==> src/rtl/mig_frame_reader.sv <==
// Read-side MIG master: streams sequential phrase reads out of the frame buffer
// and hands them downstream through a credit-protected return FIFO.
module mig_frame_reader #(
   parameter int unsigned FRAME_PHRASES = 3600,
   parameter int unsigned ADDR_BASE     = 0,
   parameter int unsigned ADDR_STRIDE   = 8,
   parameter int unsigned ADDR_WIDTH    = 27,
   parameter int unsigned DEPTH         = 8
) (
   input  logic                  clk_in,
   input  logic                  rst_in,
   input  logic                  enable_in,
   output logic [ADDR_WIDTH-1:0] app_addr,
   output logic [2:0]            app_cmd,
   output logic                  app_en,
   input  logic                  app_rdy,
   input  logic [127:0]          app_rd_data,
   input  logic                  app_rd_data_valid,
   output logic                  valid_phrase,
   input  logic                  ready_phrase,
   output logic [127:0]          phrase_data,
   output logic                  phrase_tuser,
   output logic                  frame_done_out,
   output logic                  overflow_err
);

   localparam int unsigned IDX_W  = (FRAME_PHRASES > 1) ? $clog2(FRAME_PHRASES) : 1;
   localparam int unsigned PTR_W  = (DEPTH > 1) ? $clog2(DEPTH) : 1;
   localparam int unsigned CNT_W  = PTR_W + 1;
   localparam int unsigned CRED_W = CNT_W + 1;

   localparam logic [IDX_W-1:0]      IDX_LAST = IDX_W'(FRAME_PHRASES - 1);
   localparam logic [CNT_W-1:0]      CNT_FULL = CNT_W'(DEPTH);
   localparam logic [CRED_W-1:0]     CRED_MAX = CRED_W'(DEPTH);
   localparam logic [ADDR_WIDTH-1:0] A_BASE   = ADDR_WIDTH'(ADDR_BASE);
   localparam logic [ADDR_WIDTH-1:0] A_STRIDE = ADDR_WIDTH'(ADDR_STRIDE);

   typedef enum logic {IDLE, REQ} state_t;

   state_t                state_q, state_d;
   logic [IDX_W-1:0]      cmd_idx_q, cmd_idx_d;
   logic [IDX_W-1:0]      ret_idx_q, ret_idx_d;
   logic [IDX_W-1:0]      out_idx_q, out_idx_d;
   logic [CNT_W-1:0]      in_flight_q, in_flight_d;
   logic [CNT_W-1:0]      count_q, count_d;
   logic [PTR_W-1:0]      wr_ptr_q, wr_ptr_d;
   logic [PTR_W-1:0]      rd_ptr_q, rd_ptr_d;
   logic [ADDR_WIDTH-1:0] addr_q, addr_d;
   logic                  valid_q, valid_d;
   logic                  frame_done_q, frame_done_d;
   logic                  ovf_q, ovf_d;

   logic [128:0]          fifo_mem [DEPTH];
   logic                  cmd_hs, pop, push, ret_dec;
   logic [CRED_W-1:0]     credits_now, credits_next;

   // Credit accounting, FIFO bookkeeping and command sequencing
   always_comb begin
      state_d      = state_q;
      cmd_idx_d    = cmd_idx_q;
      ret_idx_d    = ret_idx_q;
      out_idx_d    = out_idx_q;
      in_flight_d  = in_flight_q;
      count_d      = count_q;
      wr_ptr_d     = wr_ptr_q;
      rd_ptr_d     = rd_ptr_q;
      ovf_d        = ovf_q;

      cmd_hs  = (state_q == REQ) && app_rdy;
      pop     = valid_q && ready_phrase;
      push    = app_rd_data_valid && ((count_q != CNT_FULL) || pop);
      // Beats for reads issued before a reset are untracked; never underflow
      ret_dec = app_rd_data_valid && (in_flight_q != '0);

      if (cmd_hs && !ret_dec)      in_flight_d = in_flight_q + CNT_W'(1);
      else if (!cmd_hs && ret_dec) in_flight_d = in_flight_q - CNT_W'(1);

      if (push && !pop)      count_d = count_q + CNT_W'(1);
      else if (pop && !push) count_d = count_q - CNT_W'(1);

      if (push) wr_ptr_d = wr_ptr_q + PTR_W'(1);
      if (pop)  rd_ptr_d = rd_ptr_q + PTR_W'(1);

      if (app_rd_data_valid)
         ret_idx_d = (ret_idx_q == IDX_LAST) ? '0 : ret_idx_q + IDX_W'(1);
      if (pop)
         out_idx_d = (out_idx_q == IDX_LAST) ? '0 : out_idx_q + IDX_W'(1);

      if (app_rd_data_valid && !push) ovf_d = 1'b1;
      frame_done_d = pop && (out_idx_q == IDX_LAST);
      valid_d      = (count_d != '0);

      credits_now  = CRED_W'(in_flight_q) + CRED_W'(count_q);
      credits_next = CRED_W'(in_flight_d) + CRED_W'(count_d);

      case (state_q)
         IDLE: if (enable_in && (credits_now < CRED_MAX)) state_d = REQ;
         REQ: begin
            if (app_rdy) begin
               cmd_idx_d = (cmd_idx_q == IDX_LAST) ? '0 : cmd_idx_q + IDX_W'(1);
               if (!(enable_in && (credits_next < CRED_MAX))) state_d = IDLE;
            end
         end
         default: state_d = IDLE;
      endcase

      addr_d = A_BASE + ADDR_WIDTH'(cmd_idx_d) * A_STRIDE;
   end

   always_ff @(posedge clk_in or posedge rst_in) begin
      if (rst_in) begin
         state_q      <= IDLE;
         cmd_idx_q    <= '0;
         ret_idx_q    <= '0;
         out_idx_q    <= '0;
         in_flight_q  <= '0;
         count_q      <= '0;
         wr_ptr_q     <= '0;
         rd_ptr_q     <= '0;
         addr_q       <= A_BASE;
         valid_q      <= 1'b0;
         frame_done_q <= 1'b0;
         ovf_q        <= 1'b0;
      end else begin
         state_q      <= state_d;
         cmd_idx_q    <= cmd_idx_d;
         ret_idx_q    <= ret_idx_d;
         out_idx_q    <= out_idx_d;
         in_flight_q  <= in_flight_d;
         count_q      <= count_d;
         wr_ptr_q     <= wr_ptr_d;
         rd_ptr_q     <= rd_ptr_d;
         addr_q       <= addr_d;
         valid_q      <= valid_d;
         frame_done_q <= frame_done_d;
         ovf_q        <= ovf_d;
      end
   end

   // Return storage: {frame-start tag, phrase}
   always_ff @(posedge clk_in) begin
      if (push) fifo_mem[wr_ptr_q] <= {(ret_idx_q == '0), app_rd_data};
   end

   assign app_cmd        = 3'b001;
   assign app_en         = (state_q == REQ);
   assign app_addr       = addr_q;
   assign valid_phrase   = valid_q;
   assign phrase_data    = fifo_mem[rd_ptr_q][127:0];
   assign phrase_tuser   = valid_q && fifo_mem[rd_ptr_q][128];
   assign frame_done_out = frame_done_q;
   assign overflow_err   = ovf_q;

endmodule

==> config.mk <==
export PLATFORM = sky130hd
export DESIGN_NAME = mig_frame_reader
export DESIGN_NICKNAME = d
export VERILOG_FILES = /design/src/rtl/mig_frame_reader.sv
export SDC_FILE = /design/constraint.sdc
export NUM_CORES = 1
export LEC_CHECK = 0
export CORE_ASPECT_RATIO = 1.75
export CORE_MARGIN = 1.5
export CORE_UTILIZATION = 60
export CTS_BUF_LIST = sky130_fd_sc_hd__clkbuf_4 sky130_fd_sc_hd__clkbuf_8
export DETAILED_ROUTE_END_ITERATION = 16
export HOLD_SLACK_MARGIN = 0.05
export PLACE_DENSITY = 0.92
export SYNTH_ARGS = -nofsm -noshare
export SYNTH_HDL_FRONTEND = slang
export SYNTH_SLANG_ARGS = --single-unit
==> constraint.sdc <==
create_clock -name clk_in -period 22 [get_ports clk_in]
set_input_delay 2.2 -clock clk_in [delete_from_list [all_inputs] [get_ports clk_in]]
set_output_delay 2.2 -clock clk_in [all_outputs]
set_load 0.05 [all_outputs]
==> Flow_metrics.wiki <==
{| class="wikitable"
! Metric !! Value
|-
| Die area || 71,100 µm²
|-
| Class of the tightest hold or removal check || register to register
|-
| Number of gates resized after cts || 0
|-
| Max Transition Viols Final || 0
|-
| Signal arrival time at the worst endpoint || 5.29 ns
|-
| Highest clock frequency the design can meet || 133 MHz
|-
| Synthesized area divided by synthesized cell count || about 23 µm²
|-
| Highest-count cells in the layout ignoring fill and taps || edfxtp_1 (1,032), clkdlybuf4s50_1 (278), mux4_2 (258), clkbuf_8 (147), mux2_2 (129)
|-
| Total Routing Usage GR || 0.247
|-
| Post-Route Skew || 0.0353 ns
|-
| Share of flip-flops with an asynchronous set or reset || 0.0497
|-
| Largest voltage drop on the vdd net || ~0.00017 V
|-
| Maximum Capacitance Violations || 0
|-
| Critical Path RT || around 20 ns
|-
| Sum of overflow across all layers after global routing || 0
|-
| CP Launch Type || register
|-
| Most common library cell in the layout ignoring fill and taps || edfxtp_1
|-
| Share of the core filled with cells || 0.704
|-
| Core box area || 68,600 µm²
|-
| Estimated wirelength of the detail-placed design || 48,900 µm
|-
| Horiz. Die Dim || 202 µm
|-
| I/O pin total || between 200 and 300
|-
| Outcome || finished clean
|-
| Register area share after synthesis || 0.777
|-
| Number of enable-type register cells in the synthesized netlist || 1,032
|-
| Warnings, synthesis || 0
|-
| Setup fix buffers added after clock tree synthesis || 0
|-
| Final #Nets || 2,333
|-
| Largest buffer count on any clock path || 3
|-
| Dominant combinational cell family by area after synthesis || multiplexers
|-
| Slew Limit Headroom || 0.179
|-
| Starting density of the core || 0.607
|-
| Remaining number of nets flagged by the antenna check after routing || 0
|-
| Power density over the cells || 141 nW/µm²
|-
| Gp weighted congestion || 0.752
|-
| # hold bufs at CTS || 0
|-
| Leakage || approximately 16 nW
|-
| Depth of the CTS H-tree || 4
|-
| Netlist Area Pre-Place || 41,600 µm²
|-
| Critical path peak fanout || 99
|-
| Clk slew on worst S/H paths || 0.06 ns
|-
| Root buffer selected by CTS || clkbuf_8
|-
| Final setup violation count || 0
|-
| Routed wire length || approximately 86,000 µm
|-
| Clock latency of the later-clocked register in the worst-skew pair || 0.77 ns
|-
| #FFs+latches synth || 1,086
|-
| Unrepaired setup endpoints after global routing || no
|-
| Final-report hold violation count || 0
|-
| Cts bufs inserted || 145
|-
| Detailed-router iteration count before antenna repair || 5
|-
| Area growth from synthesis to final layout || 16.0%
|-
| Ratio of routed vias to standard cells || ~6
|-
| Number of global-route vias before repair || 21,300
|-
| Number of buffer cells added on primary ports || roughly 280
|-
| Residual DRC count || 0
|-
| Largest net degree at the start of global routing || 100
|-
| Cell row count || roughly 130
|-
| Final worst path period need || 7.49 ns
|-
| Simple-Gate Fraction of Synth Area || 0.0180
|-
| Setup TNS after final layout || 0 ns
|-
| Multiplexer share of the synthesized area || 0.175
|-
| Routed wire per std cell || 26.7 µm
|-
| Endpoint type of the worst setup path || output port
|-
| Floorplan die height || 352 µm
|-
| Type of the worst setup path || register to output port
|-
| Number of instances in the synthesized netlist || 1,802
|-
| Clock tree from TritonCTS || done
|-
| Fraction of layout cells with a size suffix above 1 || 0.296
|-
| Adder-Cell Fraction of Synth Area || 0.00481
|-
| Main flop type after synthesis || edfxtp_1
|-
| Fraction of the cycle the final worst path needs || 0.341
|-
| Number of antenna violations at the first check in global routing || 12
|-
| Area fraction in compound gates after synthesis || 0.00658
|-
| Count of distinct cell types in the synthesized netlist || 54
|-
| Slew at the pin closest to its max-slew limit || 1.23 ns
|-
| Overall via count from detail_route || 19,800
|-
| Starting DRT DRC Count || 1,441
|-
| First-pass GRT wire length || 129,000 µm
|-
| Xor/xnor share of the synthesized area || 0.00631
|-
| Clock tree sinks || 1,086
|}
stage by stage:
stage / instances / worst slack, ns / total power (W) / hold WS [ns] / instance area [µm²]
after floorplan: 1818 / 9.54 / 0.00466 / 0.450 / 41700
after global placement: 2939 / 15.24 / 0.00533 / 0.467 / 45500
after detailed placement: 2939 / 15.12 / 0.00541 / 0.469 / 45500
after CTS: 3196 / 14.29 / 0.00688 / 0.495 / 48300
after global routing: 3203 / 14.04 / 0.00707 / 0.513 / 48300
final: 3205 / 14.51 / 0.00682 / 0.493 / 48300
flip-flops by register name, summed over array words and instances, names as in the netlist, 3 cells and up:
signal and count:
ret_idx_q 12, app_addr 12, wr_ptr_q 3, rd_ptr_q 3
in_flight_q 4, out_idx_q 12, fifo_mem 1032, count_q 4
synthesized netlist by cell type, types with 3 or more instances:
cell type  number  share of area
a21oi_1        11         0.0013
a22oi_1         3        0.00054
a31oi_1         3        0.00045
and2_1          3        0.00045
and3_1          7         0.0011
and3b_1         3        0.00063
and4_1          3        0.00063
buf_1          12         0.0011
buf_2          24         0.0029
buf_4          28         0.0050
clkbuf_1       29         0.0026
dfrtp_1        54          0.032
edfxtp_1     1032           0.74
ha_1           16         0.0048
inv_1           8        0.00072
mux2_2        129          0.035
mux4_2        258           0.14
nand2_1        35         0.0032
nand2b_1        3        0.00045
nand3_1         8        0.00096
nand3b_1        3        0.00054
nand4_1        13         0.0020
nor2_1         19         0.0017
nor3_1          8        0.00096
nor4_1          3        0.00045
o211ai_1        3        0.00054
o21ai_0        10         0.0012
o31ai_1         3        0.00054
or3_1           4        0.00060
or4_1           5        0.00090
xnor2_1        22         0.0046
xor2_1          8         0.0017
power breakdown:
part	total [W]	switching [W]	internal, W
combinational	0.00265	0.00158	0.00107
sequential	0.00271	0.000144	0.00257
clock	0.00146	0.000713	0.000750
total	0.00682	0.00244	0.00438
logic make-up after synthesis:
family / after synthesis
other: 2
and+or+nand+nor: 133
AOI/OAI and AO/OA: 44
buffers and inverters: 102
xor gates and xnor gates: 30
muxes: 389
DFF: 1086
adders and majority gates: 16
worst max-delay path, stage by stage, from the launching register on:
cell,delay [ns]
dfrtp_4,1.03
buf_12,0.57
buf_4,0.98
mux4_2,0.62
mux2_2,0.29
clkdlybuf4s50_1,0.77
layout make-up:
| class | instances | area [µm²] |
|---|---|---|
| Inverter | 8 | 30.0 |
| Clock inverter | 53 | 367 |
| Timing Repair Buffer | 312 | 3050 |
| Clock buffer | 204 | 2450 |
| Tap cell | 903 | 1130 |
| Fill cell | 3848 | 20300 |
| Antenna cell | 9 | 22.5 |
| Multi-Input combinational cell | 630 | 8890 |
| Sequential cell | 1086 | 32400 |
final timing paths:
path	start	end	slack, ns	depth (start not counted)
setup / recovery	rd_ptr_q[0]	phrase_data[15]	14.51	5
hold / removal	overflow_err	overflow_err	0.49	1
setup reg to reg	count_q[0]	fifo_mem[1][60]	17.53	8
hold reg to reg	overflow_err	overflow_err	0.49	1
max in group asynchronous	rst_in	rd_ptr_q[0]	19.47	3
min in group asynchronous	rst_in	ret_idx_q[7]	1.97	3
per-layer routing:
layer | routed length [µm] | track usage | up-vias | part of all wire
li1 | - | - | 8322 | -
met1 | 31000 | 0.302 | 10300 | 0.36
met2 | 45400 | 0.429 | 911 | 0.53
met3 | 6150 | 0.0508 | 184 | 0.072
met4 | 3000 | 0.109 | 8 | 0.035
met5 | 55 | 0 | - | 0.00064
No activity file was read; power rests on OpenSTA's default activity.
